### src/rtl/uart_rx_fifo_if.sv
// uart_rx_fifo_if: valid/ready byte stream from the UART receiver FIFO to its consumer.
//   rdata  : FIFO head byte (meaningful only while rvalid)
//   rvalid : FIFO non-empty
//   rready : consumer takes rdata on a cycle with rvalid && rready
//   master : receiver side, slave : consumer side
interface uart_rx_fifo_if;
    logic [7:0] rdata;
    logic       rvalid;
    logic       rready;
    modport master (output rdata, rvalid, input rready);
    modport slave  (input rdata, rvalid, output rready);
endinterface

### src/rtl/uart_rx_fifo.sv
// uart_rx_fifo: UART receiver (8N1, or 8E1 with UART_RX_PARITY_EN) feeding a first-word-fall-through byte FIFO.
//   clk     : system clock
//   rstn    : asynchronous active-low reset
//   rxd     : serial input, idle high, LSB first
//   rx      : uart_rx_fifo_if.master valid/ready stream of received bytes
//   ferr    : one-cycle pulse, stop bit sampled low (byte discarded)
//   overrun : one-cycle pulse, completed byte dropped because the FIFO was full
//   perr    : one-cycle pulse, even-parity mismatch (only with UART_RX_PARITY_EN)
//   count   : bytes currently held
// Optional feature macro: UART_RX_PARITY_EN adds the PARITY state and the perr port.
module uart_rx_fifo #(
    parameter int CLKS_PER_BIT = 868,
    parameter int FIFO_DEPTH   = 16
) (
    input  logic                          clk,
    input  logic                          rstn,
    input  logic                          rxd,
    uart_rx_fifo_if.master                rx,
    output logic                          ferr,
    output logic                          overrun,
`ifdef UART_RX_PARITY_EN
    output logic                          perr,
`endif
    output logic [$clog2(FIFO_DEPTH):0]   count
);
    localparam int AW = $clog2(FIFO_DEPTH);
    localparam int CW = $clog2(CLKS_PER_BIT);
    localparam logic [CW-1:0] HALF = CW'(CLKS_PER_BIT / 2 - 1);
    localparam logic [CW-1:0] FULL_BIT = CW'(CLKS_PER_BIT - 1);
    localparam logic [AW:0] DEPTH = (AW+1)'(FIFO_DEPTH);

    typedef enum logic [2:0] {
        IDLE,
        START,
        DATA,
`ifdef UART_RX_PARITY_EN
        PARITY,
`endif
        STOP,
        BREAK
    } state_t;

    state_t state, state_d;
    logic rx_meta, rxs;
    logic [CW-1:0] cnt, cnt_d;
    logic [2:0] bit_idx, bit_d;
    logic [7:0] sh, sh_d;
    logic tick, push, ferr_d, par_ok;
    logic [7:0] mem [FIFO_DEPTH];
    logic [AW-1:0] wr_ptr, rd_ptr;
    logic pop_ok, push_ok;

`ifdef UART_RX_PARITY_EN
    logic par_q, par_d, perr_d;
    assign par_ok = par_q == ^sh;
`else
    assign par_ok = 1'b1;
`endif

    assign tick = cnt == '0;

    always_ff @(posedge clk or negedge rstn)
        if (!rstn) {rxs, rx_meta} <= 2'b11;
        else {rxs, rx_meta} <= {rx_meta, rxd};

    always_ff @(posedge clk or negedge rstn)
        if (!rstn) begin
            state   <= IDLE;
            cnt     <= '0;
            bit_idx <= '0;
            sh      <= '0;
            ferr    <= 1'b0;
`ifdef UART_RX_PARITY_EN
            par_q   <= 1'b0;
            perr    <= 1'b0;
`endif
        end else begin
            state   <= state_d;
            cnt     <= cnt_d;
            bit_idx <= bit_d;
            sh      <= sh_d;
            ferr    <= ferr_d;
`ifdef UART_RX_PARITY_EN
            par_q   <= par_d;
            perr    <= perr_d;
`endif
        end

    always_comb begin
        state_d = state;
        cnt_d   = cnt - CW'(1);
        bit_d   = bit_idx;
        sh_d    = sh;
        push    = 1'b0;
        ferr_d  = 1'b0;
`ifdef UART_RX_PARITY_EN
        par_d   = par_q;
        perr_d  = 1'b0;
`endif
        case (state)
            IDLE: begin
                bit_d   = '0;
                cnt_d   = rxs ? '0 : HALF;
                state_d = rxs ? IDLE : START;
            end
            START: if (tick) begin
                cnt_d   = FULL_BIT;
                state_d = rxs ? IDLE : DATA;
            end
            DATA: if (tick) begin
                cnt_d = FULL_BIT;
                sh_d  = {rxs, sh[7:1]};
                bit_d = bit_idx + 3'd1;
`ifdef UART_RX_PARITY_EN
                if (bit_idx == 3'd7) state_d = PARITY;
`else
                if (bit_idx == 3'd7) state_d = STOP;
`endif
            end
`ifdef UART_RX_PARITY_EN
            PARITY: if (tick) begin
                cnt_d   = FULL_BIT;
                par_d   = rxs;
                state_d = STOP;
            end
`endif
            STOP: if (tick) begin
                push    = rxs && par_ok;
                ferr_d  = !rxs;
`ifdef UART_RX_PARITY_EN
                perr_d  = rxs && !par_ok;
`endif
                state_d = rxs ? IDLE : BREAK;
            end
            BREAK: begin
                cnt_d   = '0;
                state_d = rxs ? IDLE : BREAK;
            end
            default: state_d = IDLE;
        endcase
    end

    assign rx.rvalid = count != '0;
    assign pop_ok    = rx.rvalid && rx.rready;
    // A full FIFO still takes a push when the head leaves in the same cycle.
    assign push_ok   = push && (count != DEPTH || pop_ok);

    always_ff @(posedge clk)
        if (push_ok) mem[wr_ptr] <= sh;

    always_ff @(posedge clk or negedge rstn)
        if (!rstn) begin
            wr_ptr   <= '0;
            rd_ptr   <= '0;
            count    <= '0;
            rx.rdata <= '0;
            overrun  <= 1'b0;
        end else begin
            overrun <= push && !push_ok;
            if (push_ok) wr_ptr <= wr_ptr + AW'(1);
            if (pop_ok) rd_ptr <= rd_ptr + AW'(1);
            count <= count + (AW+1)'(push_ok) - (AW+1)'(pop_ok);
            // The head register reloads only when the head slot changes: a push into an
            // empty (or emptying) FIFO, or a pop that exposes the next stored byte.
            if (push_ok && (count == '0 || (count == (AW+1)'(1) && pop_ok))) rx.rdata <= sh;
            else if (pop_ok && count > (AW+1)'(1)) rx.rdata <= mem[rd_ptr + AW'(1)];
        end
endmodule

### src/flat_wrapper.sv
// flat-port wrapper written by rule: the top's interface ports become plain ports
module uart_rx_fifo_flat 
#(
    parameter int CLKS_PER_BIT = 868,
    parameter int FIFO_DEPTH   = 16
)
  (clk, rstn, rxd, ferr, overrun, count, rx_rdata, rx_rvalid, rx_rready);
  uart_rx_fifo_if rx_i ();
  input  logic clk;
  input  logic rstn;
  input  logic rxd;
  output logic ferr;
  output logic overrun;
  output logic [$clog2(FIFO_DEPTH):0] count;
  output wire logic [$bits(rx_i.rdata)-1:0] rx_rdata;
  output wire logic [$bits(rx_i.rvalid)-1:0] rx_rvalid;
  input wire logic [$bits(rx_i.rready)-1:0] rx_rready;
  assign rx_rdata = rx_i.rdata;
  assign rx_rvalid = rx_i.rvalid;
  assign rx_i.rready = rx_rready;
  uart_rx_fifo #(.CLKS_PER_BIT(CLKS_PER_BIT), .FIFO_DEPTH(FIFO_DEPTH)) u_core (.clk(clk), .rstn(rstn), .rxd(rxd), .rx(rx_i), .ferr(ferr), .overrun(overrun), .count(count));
endmodule
### config.mk
export PLATFORM = sky130hd
export DESIGN_NAME = uart_rx_fifo_flat
export DESIGN_NICKNAME = d
export VERILOG_FILES = /design/src/rtl/uart_rx_fifo_if.sv /design/src/rtl/uart_rx_fifo.sv /design/src/flat_wrapper.sv
export SDC_FILE = /design/constraint.sdc
export NUM_CORES = 1
export LEC_CHECK = 0
export CAP_MARGIN = 30
export CORE_MARGIN = 1
export CORE_UTILIZATION = 61
export DETAILED_ROUTE_END_ITERATION = 10
export PLACE_DENSITY = 0.79
export SETUP_SLACK_MARGIN = 0.02
export SLEW_MARGIN = 20
export SYNTH_ARGS = -nofsm -noshare
export SYNTH_HDL_FRONTEND = slang
export SYNTH_SLANG_ARGS = --single-unit
export TNS_END_PERCENT = 20
### constraint.sdc
create_clock -name clk -period 3.9 [get_ports clk]
set_clock_uncertainty 0.15 [all_clocks]
set_input_delay 0.78 -clock clk [delete_from_list [all_inputs] [get_ports clk]]
set_output_delay 0.78 -clock clk [all_outputs]
set_load 0.02 [all_outputs]
==> out/qor.log, run 1 <==
INFO  status         status=complete, no violations
INFO  clock_network  tritoncts.num_buffers=17
INFO  routing        post_drt_via_cell_ratio=6.213
INFO  grt            grt_remaining_overflow=0
INFO  timing         max_slew.worst_pin.slew=0.8292ns
INFO  logic_synthesis yosysUniqueCellTypes=50
INFO  final_layout   finalCoreUtilization=70.51%
INFO  power_and_ir_drop power_density=596.0nW/um^2
INFO  final_layout   fill_cells=747
INFO  logic_synthesis syn_nets=506
INFO  clock_network  cts.repair.resized=0
INFO  grt            first_pass_grt_wire_length=23.37mm
INFO  final_layout   mostFrequentLayoutCell=sky130_fd_sc_hd__edfxtp_1
INFO  floorplan      std_cell_rows=40
INFO  floorplan      design.portCount=20
INFO  hold_path      min_from=u_core.rx_meta$_DFF_PN1_
INFO  grt            grtUsageMet2=41.69%
INFO  timing         finalSetupViolations=0
INFO  final_layout   layout.cells.most_common_list=sky130_fd_sc_hd__edfxtp_1, sky130_fd_sc_hd__dfrtp_1, sky130_fd_sc_hd__nor2_1, sky130_fd_sc_hd__mux4_2, sky130_fd_sc_hd__inv_1
INFO  clock_network  cts.repair_timing.setup_buffer_count=0
INFO  timing         period_minus_slack=3.230ns
INFO  floorplan      fp.dieH=113.0um
INFO  routing        drt-wirelength-per-cell=22.43um
INFO  logic_synthesis syn-cell-area=7512um^2
INFO  clock_network  cts.htree.levels=4
INFO  critical_path  regToRegStartpoint=u_core.cnt[0]$_DFF_PN0_
INFO  power_and_ir_drop combinationalPowerShare=22.3%
INFO  logic_synthesis ys_ff_latch=177
INFO  critical_path  ff2ff_setup_slack=0.67ns
INFO  critical_path  critical_path_class=reg -> reg
INFO  grt            grt_util_met1=32.56%
INFO  timing         timing_max_transition_violations_final=0
INFO  clock_network  cts_root_buf=sky130_fd_sc_hd__clkbuf_16
INFO  final_layout   multi_input_comb_area=2236um^2
INFO  routing        dr.pass1.iters=5
INFO  timing         finalCritPeriodShare=82.81%
INFO  clock_network  cts_sink_count=177
INFO  grt            grt_util_all_layers=25.69%
INFO  clock_network  cts_tree=yes
INFO  timing         timing.fmax=309.6MHz
INFO  power_and_ir_drop p_switching=0.001416W
INFO  floorplan      floorplan.initialDensity=62.54%
INFO  timing         rsz0062_at_grt=false
INFO  floorplan      die_area=12760um^2
INFO  routing        number_of_nets_with_antenna_violations_after_routing=0
INFO  final_layout   finalInstanceArea=8469um^2
INFO  timing         hold_viol_final=0
INFO  logic_synthesis netlist_instances=484
INFO  placement      dp.cells=635
INFO  grt            met3_usage=6.856%
INFO  hold_path      worstHoldEndpoint=u_core.rxs$_DFF_PN1_
INFO  grt            first_global_vias=4317
INFO  hold_path      timing.hold.worst.class=reg -> reg
INFO  timing         relSlewSlack=44.72%
INFO  critical_path  critical_path_required=3.80ns
INFO  logic_synthesis synth_area_per_cell=15.52um^2
INFO  critical_path  path_cells=inv_1 > ha_1 > or4b_1 > or3_1 > nor3b_4 > nand2_1 > nor2_1
INFO  grt            global_route.peak_usage_layer=met2
INFO  power_and_ir_drop ir_worst_vdd=0.3386mV
INFO  clock_network  cts_hold_buffers=0
INFO  logic_synthesis yosys_warnings=0
INFO  clock_network  cts.path.max_buffers=2
INFO  power_and_ir_drop power.internal=0.003632W
INFO  critical_path  critical_path.max_fanout=9
INFO  hold_path      holdPathStages=0
INFO  placement      placement.io_buffers=19
INFO  critical_path  crit_slowest_cell=sky130_fd_sc_hd__nor2_1
INFO  placement      placement.cell_area=7848um^2
INFO  grt            grt_max_degree=35
INFO  final_layout   seqCellArea=5074um^2
INFO  power_and_ir_drop power.switching_fraction=28.05%
INFO  critical_path  regToRegEndpoint=u_core.mem[5][7]$_DFFE_PP_
INFO  logic_synthesis synth_async_sr_flop_share=27.68%
INFO  placement      dp.final_hpwl=9.843mm
INFO  power_and_ir_drop seq_power_share=43.0%
INFO  critical_path  cp_data_arrival_time=3.13ns
INFO  critical_path  worst_r2r_path_depth=7
INFO  critical_path  crit_path_start_kind=flip-flop
INFO  power_and_ir_drop cellLeakagePower=3.302nW
INFO  logic_synthesis ys.flop_type=sky130_fd_sc_hd__edfxtp_1
INFO  final_layout   final_nets=529
INFO  timing         fin_tns_setup=0ns
INFO  routing        num_vias=4144
INFO  clock_network  clk_transition_reported_paths=0.06ns
INFO  routing        drt-total-wl=14.96mm
INFO  final_layout   area_growth_syn_to_layout=12.74%
INFO  floorplan      chipWidth=113.0um
INFO  routing        detail_route.iter0.violations=377
INFO  routing        route.detailed.drc=0
INFO  logic_synthesis synth.yosys.seq_area_share=67.52%
INFO  job            timing.max_cap.violations=0
INFO  final_layout   fin_cells=667
INFO  clock_network  clk_latency=0.42ns
INFO  grt            antenna_violations_before_repair=0
INFO  final_layout   post_route_cells_drive_above_1_share=17.31%
INFO  final_layout   diodes=0
INFO  floorplan      coreArea=12010um^2
INFO  placement      gp_congestion=0.8763
INFO  critical_path  critPathMaxStageDelay=0.56ns
INFO  critical_path  timing.critical_path.to_type=flip-flop
INFO  power_and_ir_drop share_clk_of_total_power=34.6%
INFO  logic_synthesis synth_edf_count=128
-- cells in the mapped netlist (6+ instances only) --
cell type	number	area share (%)
sky130_fd_sc_hd__edfxtp_1	128	51
sky130_fd_sc_hd__dfrtp_1	47	16
sky130_fd_sc_hd__nor2_1	43	2.1
sky130_fd_sc_hd__mux4_2	32	9.6
sky130_fd_sc_hd__inv_1	29	1.4
sky130_fd_sc_hd__nand2_1	21	1.0
sky130_fd_sc_hd__a21boi_0	18	1.8
sky130_fd_sc_hd__ha_1	17	2.8
sky130_fd_sc_hd__clkbuf_1	13	0.65
sky130_fd_sc_hd__nor3_1	10	0.67
sky130_fd_sc_hd__nor4_1	10	0.83
sky130_fd_sc_hd__o21ai_0	10	0.67
sky130_fd_sc_hd__o31ai_1	10	1.0
sky130_fd_sc_hd__xnor2_1	10	1.2
sky130_fd_sc_hd__mux2_2	9	1.3
sky130_fd_sc_hd__o22ai_1	8	0.67
sky130_fd_sc_hd__a21oi_1	7	0.47
sky130_fd_sc_hd__xor2_1	6	0.70
-- metrics by stage --
stage	hold WS [ns]	setup slack (ns)	power, W
global placement	0.2005	0.7018	0.003291
floorplan	0.1952	0.7987	0.002999
global route	0.2164	0.5142	0.005248
detailed placement	0.2016	0.5988	0.003326
CTS	0.2107	0.6699	0.005068
finish	0.2116	0.6703	0.005048
-- how the worst max path moves through the flow --
stage / startpoint / endpoint / cells past startpoint
floorplan: u_core.cnt[4]$_DFF_PN0_ / u_core.mem[0][0]$_DFFE_PP_ / 6
CTS: u_core.cnt[0]$_DFF_PN0_ / u_core.mem[5][6]$_DFFE_PP_ / 7
finish: u_core.cnt[0]$_DFF_PN0_ / u_core.mem[5][7]$_DFFE_PP_ / 7
global placement: rx_rready / u_core.mem[9][7]$_DFFE_PP_ / 6
global route: u_core.cnt[0]$_DFF_PN0_ / u_core.mem[5][1]$_DFFE_PP_ / 7
detailed placement: rx_rready / u_core.mem[5][1]$_DFFE_PP_ / 6
-- critical path, delay by kind of cell (launching register included) --
kind / cells / cell delay [ns]
buffers and inverters: 1 / 0.11
and+or+nand+nor: 5 / 2.08
DFF: 1 / 0.39
adders and majority gates: 1 / 0.14
-- power groups by stage --
stage | logic [W] | registers, W | clock network [W]
floorplan | 0.000761 | 0.00224 | 0
global placement | 0.00109 | 0.00220 | 0
detailed placement | 0.00112 | 0.00221 | 0
CTS | 0.00113 | 0.00217 | 0.00177
global route | 0.00123 | 0.00218 | 0.00184
finish | 0.00113 | 0.00217 | 0.00175
-- kinds of logic (layout without fill, tap and decap cells) --
family / count (synthesis) / after routing / synth area share [%]
buf+inv: 53 / 89 / 2.815
simple gates: 114 / 114 / 7.795
flops: 177 / 177 / 67.52
fa+ha+maj: 18 / 18 / 3.098
mux: 42 / 42 / 11.08
compound gates: 64 / 64 / 5.829
xor+xnor: 16 / 16 / 1.865
-- routing by layer --
layer / wire length (um) / vias up
met1: 6158 / 2088
met4: 441 / 0
met5: 0 / -
met3: 947 / 36
met2: 7412 / 157
li1: - / 1863
-- area by class of cell --
type / count / share of cell area [%]
Clock inverter: 15 / 2.231
Multi-Input combinational cell: 254 / 26.40
Clock buffer: 17 / 5.023
Timing Repair Buffer: 28 / 2.984
Tap cell: 147 / 2.172
Inverter: 29 / 1.285
Sequential cell: 177 / 59.91
-- sequential cells by signal, indices dropped and copies added, names as in the netlist --
register / cells
u_core.mem: 128
u_core.overrun: 1
u_core.rx.rdata: 8
u_core.count: 5
u_core.ferr: 1
u_core.rxs: 1
u_core.state: 3
u_core.bit_idx: 3
u_core.rx_meta: 1
u_core.cnt: 10
u_core.rd_ptr: 4
u_core.wr_ptr: 4
u_core.sh: 8
(Power assumes the default switching activity.)
==> run 2, diff against run 1 <==
- clock period: 3.9 -> 3.35 ns (I/O delays scaled with it)
==> run 2 against run 1 <==
Critical endpoint is now u_core.mem[0][6]$_DFFE_PP_. Core utilization is 1.1 points higher. Design area is 1.5% higher. Setup slack worse by 0.42 ns. Sequential power is 17% higher. Maximum frequency is 4.2% higher. Combinational power is 19% higher. Die area stayed put. Largest cell class unchanged.
==> out/qor.log, run 2 (synthesized netlist as in run 1, its figures left out) <==
INFO  placement      placement.io_buffers=19 [unchanged]
INFO  clock_network  cts_sink_count=177 [unchanged]
INFO  grt            first_global_vias=4361 [was 4317]
INFO  critical_path  cp_data_arrival_time=3.09ns [was 3.13 ns]
INFO  timing         finalSetupViolations=0 [unchanged]
INFO  power_and_ir_drop share_clk_of_total_power=34.3% [was 34.6%]
INFO  power_and_ir_drop combinationalPowerShare=22.8% [was 22.3%]
INFO  final_layout   mostFrequentLayoutCell=sky130_fd_sc_hd__edfxtp_1 [unchanged]
INFO  routing        wl_met1=6.388mm [was 6.158 mm]
INFO  routing        number_of_nets_with_antenna_violations_after_routing=0 [unchanged]
INFO  final_layout   largest_register=u_core.mem [unchanged]
INFO  critical_path  critical-path-top-cell-by-count=sky130_fd_sc_hd__buf_4
INFO  final_layout   largest_registers=u_core.mem (128), u_core.cnt (10) [unchanged]
INFO  critical_path  regToRegStartpoint=u_core.cnt[4]$_DFF_PN0_ [was u_core.cnt[0]$_DFF_PN0_]
INFO  critical_path  regToRegEndpoint=u_core.mem[0][6]$_DFFE_PP_ [was u_core.mem[5][7]$_DFFE_PP_]
INFO  clock_network  clk_transition_reported_paths=0.07ns [was 0.06 ns]
INFO  critical_path  critical_path.max_fanout=9 [unchanged]
INFO  clock_network  cts_tree=yes [unchanged]
INFO  grt            grt_max_degree=39 [was 35]
INFO  floorplan      floorplan.initialDensity=62.54% [unchanged]
INFO  routing        detailroute.wirelength.met3=942um [was 947 um]
INFO  floorplan      chipWidth=113.0um [unchanged]
INFO  routing        drt-total-wl=15.16mm [was 14.96 mm]
INFO  grt            antenna_violations_before_repair=0 [unchanged]
INFO  routing        detail_route.iter0.violations=446 [was 377]
INFO  timing         period_minus_slack=3.099ns [was 3.230 ns]
INFO  clock_network  cts.path.max_buffers=2 [unchanged]
INFO  floorplan      design.portCount=20 [unchanged]
INFO  timing         rsz0062_at_grt=false [unchanged]
INFO  routing        drt-wirelength-per-cell=22.20um [was 22.43 um]
INFO  critical_path  crit_slowest_cell=sky130_fd_sc_hd__or4_1 [was sky130_fd_sc_hd__nor2_1]
INFO  final_layout   number_of_flip_flops_in_the_largest_register=128 [unchanged]
INFO  critical_path  timing.critical_path.to_type=flip-flop [unchanged]
INFO  routing        route.top_layer_used=met4 [unchanged]
INFO  final_layout   layout.cells.most_common_list=sky130_fd_sc_hd__edfxtp_1, sky130_fd_sc_hd__dfrtp_1, sky130_fd_sc_hd__nor2_1, sky130_fd_sc_hd__mux4_2, sky130_fd_sc_hd__inv_1 [unchanged]
INFO  critical_path  ff2ff_setup_slack=0.25ns [was 0.67 ns]
INFO  hold_path      timing.hold.worst.class=in -> async [was reg -> reg]
INFO  grt            grt_util_all_layers=26.29% [was 25.69%]
INFO  placement      dp.cells=651 [was 635]
INFO  grt            first_pass_grt_wire_length=24.21mm [was 23.37 mm]
INFO  floorplan      coreArea=12010um^2 [unchanged]
INFO  critical_path  critical_path_required=3.34ns [was 3.80 ns]
INFO  critical_path  path_cells=or4_1 > or3_1 > nor3b_4 > buf_4 > nand2_1 > nor3_1 > buf_4 [was inv_1 > ha_1 > or4b_1 > or3_1 > nor3b_4 > nand2_1 > nor2_1]
INFO  final_layout   area_growth_syn_to_layout=14.47% [was 12.74%]
INFO  clock_network  cts.repair_timing.setup_buffer_count=0 [unchanged]
INFO  critical_path  crit_path_start=u_core.cnt[4]$_DFF_PN0_ [was u_core.cnt[0]$_DFF_PN0_]
INFO  timing         timing_max_transition_violations_final=0 [unchanged]
INFO  power_and_ir_drop power.switching_fraction=28.93% [was 28.05%]
INFO  clock_network  cts.htree.levels=4 [unchanged]
INFO  power_and_ir_drop cellLeakagePower=3.391nW [was 3.302 nW]
INFO  status         status=complete, no violations [unchanged]
INFO  final_layout   diodes=0 [unchanged]
INFO  floorplan      fp.dieH=113.0um [unchanged]
INFO  critical_path  worstSetupEndpoint=u_core.mem[0][6]$_DFFE_PP_ [was u_core.mem[5][7]$_DFFE_PP_]
INFO  power_and_ir_drop power.internal=0.004192W [was 0.003632 W]
INFO  final_layout   fin_cells=683 [was 667]
INFO  clock_network  cts_hold_buffers=0 [unchanged]
INFO  clock_network  cts.repair.resized=0 [unchanged]
INFO  timing         finalCritPeriodShare=92.51% [was 82.81%]
INFO  floorplan      std_cell_rows=40 [unchanged]
INFO  routing        dr.pass1.iters=5 [unchanged]
INFO  grt            grt_remaining_overflow=0 [unchanged]
INFO  critical_path  critPathMaxStageDelay=0.59ns [was 0.56 ns]
INFO  timing         max_slew.worst_pin.slew=0.7663ns [was 0.8292 ns]
INFO  job            timing.max_cap.violations=0 [unchanged]
INFO  placement      dp.final_hpwl=9.178mm [was 9.843 mm]
INFO  power_and_ir_drop seq_power_share=42.9% [was 43.0%]
INFO  critical_path  crit_path_start_kind=flip-flop [unchanged]
INFO  power_and_ir_drop p_switching=0.001706W [was 0.001416 W]
INFO  routing        num_vias=4264 [was 4144]
INFO  routing        post_drt_via_cell_ratio=6.243 [was 6.213]
INFO  power_and_ir_drop power_density=685.9nW/um^2 [was 596.0 nW/um^2]
INFO  placement      gp_congestion=0.8504 [was 0.8763]
INFO  floorplan      die_area=12760um^2 [unchanged]
INFO  clock_network  clk_latency=0.43ns [was 0.42 ns]
INFO  routing        route.detailed.drc=0 [unchanged]
INFO  timing         timing.fmax=322.7MHz [was 309.6 MHz]
INFO  power_and_ir_drop ir_worst_vdd=0.4132mV [was 0.3386 mV]
INFO  final_layout   final_nets=545 [was 529]
INFO  timing         hold_viol_final=0 [unchanged]
INFO  clock_network  cts_root_buf=sky130_fd_sc_hd__clkbuf_16 [unchanged]
INFO  routing        met2RoutedLength=7.428mm [was 7.412 mm]
INFO  clock_network  tritoncts.num_buffers=17 [unchanged]
INFO  timing         relSlewSlack=48.91% [was 44.72%]
INFO  timing         fin_tns_setup=0ns [unchanged]
INFO  critical_path  worst_r2r_path_depth=7 [unchanged]
INFO  final_layout   fill_cells=752 [was 747]
INFO  critical_path  critical_path_class=reg -> reg [unchanged]
INFO  final_layout   post_route_cells_drive_above_1_share=20.15% [was 17.31%]
[run 2: layout make-up]
class	count	area, um^2	share of cell area (%)
Clock buffer	17	425.4	4.947
Multi-Input combinational cell	254	2228	25.91
Sequential cell	177	5074	59.00
Clock inverter	15	181.4	2.110
Timing Repair Buffer	44	397.9	4.627
Tap cell	147	183.9	2.139
Inverter	29	108.9	1.266
[run 2: metrics by stage]
step	hold WS (ns)	total power, W	instance area, um^2	utilization [%]	setup slack (ns)
4_1_cts	0.07210	0.005929	8600	71.59	0.2316
5_1_grt	0.1033	0.006128	8600	71.59	0.1020
6_report	0.07210	0.005898	8600	71.59	0.2510
2_1_floorplan	0.1952	0.003491	7512	-	0.2487
3_5_place_dp	0.1990	0.003934	7993	66.54	0.3518
3_3_place_gp	0.1980	0.003894	7973	66.38	0.4032
[run 2: worst max-delay path, delay by kind of cell (launching register included)]
kind / cells / cell delay, ns
buf+inv: 2 / 0.43
flops: 1 / 0.43
simple gates: 5 / 1.78
[run 2: worst min path at each step]
stage / to / from / cells past startpoint / slack, ns
2_1_floorplan: u_core.rxs$_DFF_PN1_ / u_core.rx_meta$_DFF_PN1_ / 0 / 0.20
3_3_place_gp: u_core.rxs$_DFF_PN1_ / u_core.rx_meta$_DFF_PN1_ / 0 / 0.20
3_5_place_dp: u_core.rxs$_DFF_PN1_ / u_core.rx_meta$_DFF_PN1_ / 0 / 0.20
4_1_cts: u_core.cnt[7]$_DFF_PN0_ / rstn / 1 / 0.07
5_1_grt: u_core.sh[6]$_DFFE_PN0P_ / rstn / 1 / 0.10
6_report: u_core.cnt[0]$_DFF_PN0_ / rstn / 1 / 0.07
[run 2: per-layer routing]
layer,track usage (%),vias up
li1,-,1904
met4,11.67,0
met1,35.50,2162
met3,5.945,33
met5,0,-
met2,41.65,165
[run 2: power groups by stage]
stage	Clock [W]	Sequential [W]	Combinational [W]
after detailed placement	0	0.00257	0.00136
after global placement	0	0.00256	0.00133
after global routing	0.00213	0.00254	0.00146
after CTS	0.00203	0.00253	0.00137
final	0.00202	0.00253	0.00135
after floorplan	0	0.00261	0.000886
==> run 3, diff against run 2 <==
- CORE_UTILIZATION: 61 -> 55
- PLACE_DENSITY: 0.79 -> 0.75
- SKIP_CTS_REPAIR_TIMING: not set -> 1
- clock period: 3.35 -> 2.6 ns (I/O delays scaled with it)
==> run 3 against run 2 <==
The run now ends with setup timing left. Power increased by 30%. Register-to-register slack got worse by 0.38 ns. Non-clock buffer count increased by 27. Highest routed layer unchanged.
==> out/qor.log, run 3 (synthesized netlist as in run 1, its figures left out) <==
INFO  timing         finalCritPeriodShare=105.0% [was 92.51%]
INFO  timing         finalSetupViolations=137 [was 0]
INFO  critical_path  worst_r2r_path_depth=9 [was 7]
INFO  hold_path      worstHoldEndpoint=u_core.rxs$_DFF_PN1_
INFO  critical_path  path_depth=9 [was 7]
INFO  critical_path  crit_slowest_cell=sky130_fd_sc_hd__or4b_1 [was sky130_fd_sc_hd__or4_1]
INFO  critical_path  cp_data_arrival_time=2.72ns [was 3.09 ns]
INFO  floorplan      floorplan.initialDensity=56.50% [was 62.54%]
INFO  status         status=finished, violations left [was complete, no violations]
INFO  grt            grt_max_degree=38 [was 39]
INFO  clock_network  clk_latency=0.43ns [about the same]
INFO  power_and_ir_drop ir_worst_vdd=0.5852mV [was 0.4132 mV]
INFO  critical_path  critical_path.max_fanout=8 [was 9]
INFO  final_layout   largest_registers=u_core.mem (128), u_core.cnt (10) [unchanged]
INFO  timing         hold_ws=0.2103ns [was 0.07210 ns]
INFO  timing         timing_max_transition_violations_final=0 [unchanged]
INFO  routing        route.top_layer_used=met4 [unchanged]
INFO  timing         worst_slack=-0.1300ns [was 0.2510 ns]
INFO  placement      dp.cells=704 [was 651]
INFO  routing        drt-total-wl=15.69mm [was 15.16 mm]
INFO  timing         hold_viol_final=0 [unchanged]
INFO  power_and_ir_drop power_density=841.0nW/um^2 [was 685.9 nW/um^2]
INFO  grt            antenna_violations_before_repair=0 [unchanged]
INFO  routing        dr.pass1.iters=7 [was 5]
INFO  timing         fin_tns_setup=-11.10ns [was 0 ns]
INFO  critical_path  critical-path-top-delay-family=simple AND/OR/NAND/NOR gates [unchanged]
INFO  clock_network  clk_transition_reported_paths=0.06ns [was 0.07 ns]
INFO  critical_path  critPathMaxStageDelay=0.44ns [was 0.59 ns]
INFO  final_layout   mostFrequentLayoutCell=sky130_fd_sc_hd__edfxtp_1 [unchanged]
INFO  grt            grt_util_all_layers=24.22% [was 26.29%]
INFO  floorplan      chipWidth=118.9um [was 113.0 um]
INFO  floorplan      coreArea=13300um^2 [was 12010 um^2]
INFO  critical_path  regToRegEndpoint=u_core.mem[1][4]$_DFFE_PP_ [was u_core.mem[0][6]$_DFFE_PP_]
INFO  hold_path      holdPathStages=0
INFO  final_layout   fin_cells=738 [was 683]
INFO  routing        num_vias=4330 [was 4264]
INFO  routing        drt-wirelength-per-cell=21.25um [was 22.20 um]
INFO  critical_path  critical_path_class=reg -> reg [unchanged]
INFO  grt            grt_remaining_overflow=0 [unchanged]
INFO  timing         max_slew.worst_pin.slew=0.8308ns [was 0.7663 ns]
INFO  critical_path  path_cells=inv_1 > ha_1 > or4b_1 > or3_4 > nor3b_4 > buf_4 > nand2_2 > nor3_4 > buf_12 [was or4_1 > or3_1 > nor3b_4 > buf_4 > nand2_1 > nor3_1 > buf_4]
INFO  clock_network  cts.htree.levels=4 [unchanged]
INFO  critical_path  sum_of_buffers_and_inverters_on_the_critical_path=3 [was 2]
INFO  routing        wl_met1=6.502mm [was 6.388 mm]
INFO  clock_network  cts_tree=yes [unchanged]
INFO  final_layout   layout.cells.most_common_list=sky130_fd_sc_hd__edfxtp_1, sky130_fd_sc_hd__dfrtp_1, sky130_fd_sc_hd__buf_4, sky130_fd_sc_hd__mux4_2, sky130_fd_sc_hd__nor2_1 [was sky130_fd_sc_hd__edfxtp_1, sky130_fd_sc_hd__dfrtp_1, sky130_fd_sc_hd__nor2_1, sky130_fd_sc_hd__mux4_2, sky130_fd_sc_hd__inv_1]
INFO  timing         rsz0062_at_grt=true [was false]
INFO  clock_network  tritoncts.num_buffers=17 [unchanged]
INFO  hold_path      min_from=u_core.rx_meta$_DFF_PN1_
INFO  routing        detail_route.iter0.violations=388 [was 446]
INFO  floorplan      die_area=14130um^2 [was 12760 um^2]
INFO  final_layout   final_nets=572 [was 545]
INFO  timing         relSlewSlack=44.62% [was 48.91%]
INFO  placement      gp_congestion=0.8138 [was 0.8504]
INFO  routing        detailroute.wirelength.met3=860um [was 942 um]
INFO  clock_network  cts.path.max_buffers=2 [unchanged]
INFO  grt            first_global_vias=4421 [was 4361]
INFO  critical_path  timing.critical_path.to_type=flip-flop [unchanged]
INFO  routing        post_drt_via_cell_ratio=5.867 [was 6.243]
INFO  placement      dp.final_hpwl=10.18mm [was 9.178 mm]
INFO  floorplan      std_cell_rows=42 [was 40]
INFO  placement      placement.io_buffers=19 [unchanged]
INFO  placement      place_ws=-0.1907ns [was 0.3518 ns]
INFO  critical_path  crit_path_start_kind=flip-flop [unchanged]
INFO  clock_network  cts_root_buf=sky130_fd_sc_hd__clkbuf_16 [unchanged]
INFO  floorplan      fp.dieH=118.9um [was 113.0 um]
INFO  grt            first_pass_grt_wire_length=24.80mm [was 24.21 mm]
INFO  floorplan      design.portCount=20 [unchanged]
INFO  final_layout   diodes=0 [unchanged]
INFO  critical_path  critical_path_required=2.59ns [was 3.34 ns]
INFO  hold_path      timing.hold.worst.class=reg -> reg [was in -> async]
INFO  final_layout   number_of_flip_flops_in_the_largest_register=128 [unchanged]
INFO  status         failed_checks=setup timing
INFO  job            timing.max_cap.violations=0 [unchanged]
INFO  final_layout   largest_register=u_core.mem [unchanged]
INFO  routing        met2RoutedLength=8.030mm [was 7.428 mm]
INFO  power_and_ir_drop cellLeakagePower=3.552nW [was 3.391 nW]
INFO  critical_path  ff2ff_setup_slack=-0.13ns [was 0.25 ns]
INFO  final_layout   area_growth_syn_to_layout=21.40% [was 14.47%]
INFO  routing        number_of_nets_with_antenna_violations_after_routing=0 [unchanged]
INFO  clock_network  cts_sink_count=177 [unchanged]
INFO  critical_path  regToRegStartpoint=u_core.cnt[1]$_DFF_PN0_ [was u_core.cnt[4]$_DFF_PN0_]
INFO  routing        route.detailed.drc=0 [unchanged]
INFO  timing         timing.fmax=366.3MHz [was 322.7 MHz]
INFO  final_layout   post_route_cells_drive_above_1_share=29.00% [was 20.15%]
INFO  timing         period_minus_slack=2.730ns [was 3.099 ns]
run 3: cell count changes in the layout (fill, tap and decap cells not counted), sizes merged, moves of 2 or more:
cell / change
clkbuf: +2
inv: -4
buf: +26
clkinv: +2
run 3: per-layer routing:
layer / track usage, % / up-vias
li1: - / 1953
met1: 32.77 / 2200
met2: 39.29 / 154
met3: 4.693 / 23
met4: 9.177 / 0
met5: 0 / -
run 3: worst max path at each step:
stage / start / endpoint / slack (ns)
after floorplan: u_core.cnt[0]$_DFF_PN0_ / u_core.count[4]$_DFF_PN0_ / -0.21
after global placement: u_core.cnt[1]$_DFF_PN0_ / u_core.mem[2][5]$_DFFE_PP_ / -0.14
after detailed placement: u_core.cnt[1]$_DFF_PN0_ / u_core.mem[1][6]$_DFFE_PP_ / -0.19
after CTS: u_core.cnt[1]$_DFF_PN0_ / u_core.mem[1][7]$_DFFE_PP_ / -0.19
after global routing: u_core.cnt[0]$_DFF_PN0_ / u_core.mem[1][7]$_DFFE_PP_ / -0.22
final: u_core.cnt[1]$_DFF_PN0_ / u_core.mem[1][4]$_DFFE_PP_ / -0.13
run 3: worst register-to-register path, cell delays in order, from the launching register on:
cell and delay (ns):
sky130_fd_sc_hd__dfrtp_1 0.38, sky130_fd_sc_hd__inv_1 0.07, sky130_fd_sc_hd__ha_1 0.13, sky130_fd_sc_hd__or4b_1 0.44, sky130_fd_sc_hd__or3_4 0.37, sky130_fd_sc_hd__nor3b_4 0.20
sky130_fd_sc_hd__buf_4 0.20, sky130_fd_sc_hd__nand2_2 0.15, sky130_fd_sc_hd__nor3_4 0.19, sky130_fd_sc_hd__buf_12 0.15
run 3: stage by stage:
step / power, W / util [%] / instance area (um^2)
detailed placement: 0.005170 / 63.83 / 8487
global placement: 0.005095 / 63.83 / 8487
floorplan: 0.004515 / - / 7621
CTS: 0.007667 / 68.16 / 9062
finish: 0.007670 / 68.60 / 9120
global route: 0.007970 / 68.60 / 9120
run 3: final cells by class:
class                           instances  area [um^2]
Fill cell                             835         4175
Tap cell                              176        220.2
Timing Repair Buffer                   71        780.7
Clock inverter                         12        142.6
Clock buffer                           19        432.9
Sequential cell                       177         5076
Multi-Input combinational cell        254         2359
Inverter                               29        108.9
run 3: report_power, final:
group / total (W) / internal [W] / switching (W)
registers: 0.00326 / 0.00313 / 0.000132
logic: 0.00190 / 0.000875 / 0.00103
clock network: 0.00251 / 0.00149 / 0.00101
total: 0.00767 / 0.00550 / 0.00217
